===== config.mk =====
export PLATFORM = sky130hd
export DESIGN_NAME = serial_subtractor
export DESIGN_NICKNAME = d
export VERILOG_FILES = /design/src/rtl/serial_subtractor.sv
export SDC_FILE = /design/constraint.sdc
export NUM_CORES = 1
export LEC_CHECK = 0
export ABC_AREA = 1
export CORE_MARGIN = 2
export CORE_UTILIZATION = 25
export DETAILED_ROUTE_END_ITERATION = 10
export PLACE_DENSITY_LB_ADDON = 0.15
export SLEW_MARGIN = 20
export SYNTH_ARGS = -nofsm -noshare
export SYNTH_HDL_FRONTEND = slang
export SYNTH_SLANG_ARGS = --single-unit

===== constraint.sdc =====
create_clock -name i_CLK -period 1.1 [get_ports i_CLK]
set_input_delay 0.22 -clock i_CLK [delete_from_list [all_inputs] [get_ports i_CLK]]
set_output_delay 0.22 -clock i_CLK [all_outputs]
set_load 0.02 [all_outputs]

===== src/rtl/serial_subtractor.sv =====
// Bit-serial WIDTH-bit subtractor: one full-subtractor cell, LSB first, registered borrow.
// Define SERIAL_SUBTRACTOR_OVERFLOW_EN to build the two's-complement overflow flag.
module serial_subtractor #(
  parameter int WIDTH = 8
) (
  input  logic             i_CLK,
  input  logic             i_RESET,
  input  logic             i_START,
  input  logic [WIDTH-1:0] i_MINUEND,
  input  logic [WIDTH-1:0] i_SUBTRAHEND,
  input  logic             i_BORROW_IN,
  output logic             o_BUSY,
  output logic             o_DONE,
  output logic [WIDTH-1:0] o_DIFFERENCE,
  output logic             o_BORROW_OUT,
  output logic             o_OVERFLOW
);

  localparam int CNT_W = $clog2(WIDTH);
  localparam logic [CNT_W-1:0] LAST_BIT = CNT_W'(WIDTH - 1);

  typedef enum logic [1:0] {
    IDLE  = 2'd0,
    SHIFT = 2'd1,
    DONE  = 2'd2
  } state_t;

  state_t           state_q;
  logic [WIDTH-1:0] aShift_q;
  logic [WIDTH-1:0] bShift_q;
  logic [WIDTH-1:0] res_q;
  logic [WIDTH-1:0] res_d;
  logic [WIDTH-1:0] diff_q;
  logic [CNT_W-1:0] cnt_q;
  logic             borrow_q;
  logic             borrow_d;
  logic             borrowOut_q;
  logic             busy_q;
  logic             done_q;
  logic             bitA;
  logic             bitB;
  logic             diffBit;

`ifdef SERIAL_SUBTRACTOR_OVERFLOW_EN
  logic             aMsb_q;
  logic             bMsb_q;
  logic             ovf_q;
`endif

  // Full-subtractor cell; the new bit enters the result from the top so bit 0 lands at the LSB.
  assign bitA     = aShift_q[0];
  assign bitB     = bShift_q[0];
  assign diffBit  = bitA ^ bitB ^ borrow_q;
  assign borrow_d = (~bitA & bitB) | (~(bitA ^ bitB) & borrow_q);
  assign res_d    = {diffBit, res_q[WIDTH-1:1]};

  always_ff @(posedge i_CLK) begin
    if (i_RESET) begin
      state_q     <= IDLE;
      aShift_q    <= '0;
      bShift_q    <= '0;
      res_q       <= '0;
      diff_q      <= '0;
      cnt_q       <= '0;
      borrow_q    <= 1'b0;
      borrowOut_q <= 1'b0;
      busy_q      <= 1'b0;
      done_q      <= 1'b0;
`ifdef SERIAL_SUBTRACTOR_OVERFLOW_EN
      aMsb_q      <= 1'b0;
      bMsb_q      <= 1'b0;
      ovf_q       <= 1'b0;
`endif
    end else begin
      done_q <= 1'b0;
      case (state_q)
        // DONE accepts a start exactly like IDLE so back-to-back operations lose no cycle.
        IDLE, DONE: begin
          if (i_START) begin
            state_q  <= SHIFT;
            aShift_q <= i_MINUEND;
            bShift_q <= i_SUBTRAHEND;
            res_q    <= '0;
            borrow_q <= i_BORROW_IN;
            cnt_q    <= '0;
            busy_q   <= 1'b1;
`ifdef SERIAL_SUBTRACTOR_OVERFLOW_EN
            aMsb_q   <= i_MINUEND[WIDTH-1];
            bMsb_q   <= i_SUBTRAHEND[WIDTH-1];
`endif
          end else begin
            state_q <= IDLE;
          end
        end
        SHIFT: begin
          aShift_q <= aShift_q >> 1;
          bShift_q <= bShift_q >> 1;
          res_q    <= res_d;
          borrow_q <= borrow_d;
          cnt_q    <= cnt_q + 1'b1;
          if (cnt_q == LAST_BIT) begin
            state_q     <= DONE;
            busy_q      <= 1'b0;
            done_q      <= 1'b1;
            diff_q      <= res_d;
            borrowOut_q <= borrow_d;
`ifdef SERIAL_SUBTRACTOR_OVERFLOW_EN
            ovf_q       <= (aMsb_q ^ bMsb_q) & (aMsb_q ^ diffBit);
`endif
          end
        end
        default: begin
          state_q <= IDLE;
          busy_q  <= 1'b0;
        end
      endcase
    end
  end

  assign o_BUSY       = busy_q;
  assign o_DONE       = done_q;
  assign o_DIFFERENCE = diff_q;
  assign o_BORROW_OUT = borrowOut_q;

`ifdef SERIAL_SUBTRACTOR_OVERFLOW_EN
  assign o_OVERFLOW = ovf_q;
`else
  assign o_OVERFLOW = 1'b0;
`endif

endmodule


Yosys cells after proc, flatten, opt, wreduce, memory -nomap -nowiden
Cells that the tools add are included.
{ "op_classes": {"n_addsub": 1, "eq_ne": 5, "muxes": 17, "n_bitwise": 8, "n_reduce_logical": 7} }
{ "op_table": {"columns": ["cell", "n"], "rows": [
  ["$pmux W8 S2", 3],
  ["$mux W8", 3],
  ["$pmux W3 S2", 1],
  ["$reduce_and A2 Y1", 3],
  ["$mux W1", 5],
  ["$ne A2 B2 Y1 const B", 2],
  ["$pmux W1 S2", 2],
  ["$pmux W2 S2", 1],
  ["$reduce_or A2 Y1", 2],
  ["$add A3 B1 Y3 const B", 1],
  ["$eq A3 B3 Y1 const B", 1],
  ["$mux W3", 1],
  ["$not A1 Y1", 3],
  ["$and A1 B1 Y1", 2],
  ["$eq A2 B1 Y1 const B", 1],
  ["$eq A2 B2 Y1 const B", 1],
  ["$logic_not A2 Y1", 1],
  ["$mux W2", 1],
  ["$reduce_bool A2 Y1", 1],
  ["$xor A1 B1 Y1", 2],
  ["$or A1 B1 Y1", 1]
]} }
{ "totals": {"register_bits": 41, "inputBits": 20} }

Logic depth before layout (Yosys ltp)
{ "logic_depth": {"ltp_word": 5, "ltp_mapped": 6, "depth_no_buf": 6} }

Worst setup path after synthesis
No wires, ideal clock.
{ "synth_timing": {"path_type": "register to register", "start": "register cnt_q[0]", "end": "register diff_q[7] (netlist: o_DIFFERENCE[7])", "setup_time_ps": 112, "arrival_time_ps": 1049, "path_slack_ps": -61, "path_stages_with_launch": 7, "n_path_buf": 0, "synth_period_minus_slack_ps": 1161, "path_cell_list": "dfxtp_1 ha_1 ha_1 nand3_1 clkinv_2 nand2_1 nand2_1"} }
{ "synth_via": {"elab_chain_cells": 2} }
{ "synth_rtl": {"columns": ["element", "line", "text"], "rows": [
  ["start, declared", "34", "logic [CNT_W-1:0] cnt_q;"],
  ["start signal, assigned", "100", "cnt_q <= cnt_q + 1'b1;"],
  ["$eq A3 B3 Y1", "101", "if (cnt_q == LAST_BIT) begin"],
  ["$reduce_and A2 Y1 (no line)", null, null],
  ["end signal, assigned", "105", "diff_q <= res_d;"],
  ["end, declared", "33", "logic [WIDTH-1:0] diff_q;"]
]} }
No other way between the ends.
A chain may end at the register's enable or synchronous reset.

Worst setup path in the final report
{ "layout_timing": {"start": "register bShift_q[0]", "end": "register borrow_q"} }
{ "layout_via": {"elab_chain_cells": 5, "elab_cells_between_ends": 6, "classes_between": "mux (1); bitwise (5)"} }
{ "layout_rtl": {"columns": ["element", "line", "text"], "rows": [
  ["start, declared", "30", "logic [WIDTH-1:0] bShift_q;"],
  ["start signal, assigned", "82", "bShift_q <= i_SUBTRAHEND;"],
  ["start signal, assigned", "97", "bShift_q <= bShift_q >> 1;"],
  ["$xor A1 B1 Y1", "54", "assign borrow_d = (~bitA & bitB) | (~(bitA ^ bitB) & borrow_q);"],
  ["$not A1 Y1", "54", null],
  ["$and A1 B1 Y1", "54", null],
  ["$or A1 B1 Y1 (*)", "54", null],
  ["$pmux W1 S2 (*)", "76", "case (state_q)"],
  ["end signal, assigned", "84", "borrow_q <= i_BORROW_IN;"],
  ["end signal, assigned", "99", "borrow_q <= borrow_d;"],
  ["end, declared", "35", "logic borrow_q;"]
]} }
Mark *: on every way between the ends. The rest lies on a longest branch, timed or not.

==> metrics.txt <==
RSZ-0062 raised after global routing=yes; Post-layout nets=299; vias in the first global route=1460; largest net degree at the start of global routing=24; Worst VDD drop=0.468 mV; WP buf/inv=1; M1 WL=2170 um; endpoint class of the critical path=flip-flop; status=finished, violations left; crit start category=flip-flop; worst r2r path cells=6; CTS tree=yes; Die Y=87.0 um; Min-Delay Path Class=in -> reg; CP max FO=2; worst r2r src=bShift_q[0]$_SDFFE_PP0P_; Mapped Cells=231; CP dominant cell by count=nor2_1; DIE AREA=7560 um2; hold path cells=5; warnings from Yosys=0; Max Freq=0.849 GHz; Yosys reg bits=40; Post-Syn Nets=254; cell area after layout=2660 um2; first-pass GRT wire length=6930 um; Power per Cell Area=1240 nW/um2; fin. max-slew vios=0; Hold Path End=borrow_q$_SDFFE_PP0P_; Distinct cells, synth=21; post-layout total power=0.00329 W; Worst R2R Setup Slack=-0.08 ns; Clock Latency Late Sink=0.29 ns; Final Util=39.5%; crit path from=bShift_q[0]$_SDFFE_PP0P_; most common cell in the netlist=nand3_1; Post-synth EDFFs=0; worst-path cell with the longest stage delay=fa_2; io pins=32; Longest Clk Path Bufs=2; ANT nets after route=0; critical path class=reg -> reg; gpl congestion=0.725; Lkg Pwr=1.14 nW; top-area cell type share of the netlist area=46.5%; Seq/Total Area, Yosys=46.5%; largest cells by area after synthesis=dfxtp_1 47%, nand3_1 15%, nand2_1 9.4%; Fill cells=693; Setup Skew=0.0116 ns; met3 wire length=145 um; Worst Setup Slack, final=-0.0772 ns; WP data required=1.33 ns; Iter 0 DRT Violations=56; Mean Syn Cell Area=7.45 um2; top routing layer in use=met4; Hold Buf Count CTS=0; cell taking the most area after synthesis=dfxtp_1; clock transition at the registers of the reported paths=0.08 ns; failing checks=negative setup slack; CTS Root Buffer Type=clkbuf_8; Die W=87.0 um; Core Region=6720 um2; synth cell count leaders=50 x nand3_1, 43 x nand2_1, 40 x dfxtp_1; overall routing resource usage=11.8%; hold_ws=0.371 ns; DR WL/cell=12.3 um; Placement Rows=30; ys async rst share=0%; Area growth, synth to finish=54.3%; Cell Chain, Critical Path=inv_2, fa_2, nand3b_1, nand2_1, nor2_1, nor2_1; Largest delay share family, worst path=adder cells; crit path DAT=1.41 ns; Initial Utilization=25.6%; HP Start=i_START; initial antenna violation count=0; Clock Sink Count=40; dpl cell area=2230 um2; post-DP HPWL=2790 um; max_cap viols=0; via/cell ratio=4.54; Final Hold Vio Count=0; port buffer count=30; Crit path largest cell delay=0.40 ns; total congestion overflow=0; DRC violations left=0; DR WL met2=2020 um; CTS H-Tree Depth=2; Main synth FF type=dfxtp_1; layout cell share with drive strength beyond 1=39.4%; min Tclk post-route=1.18 ns; Post-Route WL=4400 um; # diodes=0; routed vias=1619; Final Cycle Share=107%; cts bufs inserted=5; setup violators final=3; cell area after synthesis=1720 um2; worst flop-to-flop path endpoint=borrow_q$_SDFFE_PP0P_; pre-CTS setup slack=-0.288 ns; DRT Pass-1 Iters=4
-- cells by family after synthesis --
family / count (synthesis) / synth area share (%)
other: 1 / 0.218
adders and majority gates: 3 / 2.62
AOI/OAI and AO/OA: 17 / 4.95
DFF: 40 / 46.5
and+or+nand+nor: 131 / 34.4
buffers and inverters: 39 / 11.3
-- worst reg2reg max path, stage by stage (launching register included) --
cell and delay (ns):
dfxtp_2 0.32, inv_2 0.04, fa_2 0.40, nand3b_1 0.17, nand2_1 0.08, nor2_1 0.05
nor2_1 0.07
-- stage by stage --
step / TNS, ns / std cells
after floorplan: 0 / 231
after global placement: -7.85 / 345
after detailed placement: -7.96 / 345
after CTS: -0.346 / 355
after global routing: -1.58 / 357
final: -0.193 / 357
-- layout make-up --
class | instances | area (um2) | area share, %
Clock buffer | 5 | 68.8 | 2.59
Tap cell | 80 | 100 | 3.77
Timing Repair Buffer | 53 | 567 | 21.3
Multi-Input combinational cell | 152 | 993 | 37.4
Sequential cell | 40 | 807 | 30.4
Clock inverter | 3 | 18.8 | 0.707
Inverter | 24 | 100 | 3.77
-- where the power goes --
group	leakage, nW	internal (W)	switching (W)	total, W
clock network	0.0479	0.000442	0.000536	0.000978
logic	0.761	0.000362	0.000388	0.000750
registers	0.329	0.00153	0.0000344	0.00156
-- sequential cells by signal (all words and copies together) (netlist names), 2 cells and up --
signal	count
state_q	2
cnt_q	3
res_q	7
aShift_q	8
o_DIFFERENCE	8
bShift_q	8
-- layer usage --
metal  global-route usage (%)  vias to the layer above
li1                         -                      836
met1                     15.8                      754
met2                     18.3                       24
met3                     2.75                        5
met4                     4.26                        0
met5                        0                        -
-- worst max-delay path by stage --
stage / slack [ns] / depth (start not counted) / end
3_3_place_gp: -0.27 / 7 / borrow_q$_SDFFE_PP0P_
5_1_grt: -0.16 / 6 / borrow_q$_SDFFE_PP0P_
3_5_place_dp: -0.29 / 5 / bShift_q[6]$_SDFFE_PP0P_
6_report: -0.08 / 6 / borrow_q$_SDFFE_PP0P_
2_1_floorplan: 0.02 / 6 / borrow_q$_SDFFE_PP0P_
4_1_cts: -0.08 / 6 / borrow_q$_SDFFE_PP0P_
-- cells in the final DEF, fill, tap and decap left out, drive strengths merged --
cell type      Yosys  routed
a21oi             15      15
buf               13      32
clkbuf             2       7
clkdlybuf4s50      0      18
clkinv             1       3
conb               1       1
dfxtp             40      40
dlymetal6s2s       0       1
fa                 1       1
ha                 2       2
inv               23      24
nand2             46      46
nand3             50      50
nand3b             1       1
nor2              19      19
nor3              15      15
o21ai              2       2
-- repair_timing --
action,CTS,global route
gates cloned,0,2
pin swaps,5,25
buffers inserted,2,0
resized for setup,58,71
setup endpoints to repair,38,37
endpoints found under the hold margin,0,0
Power figures use the tool's default switching activity.
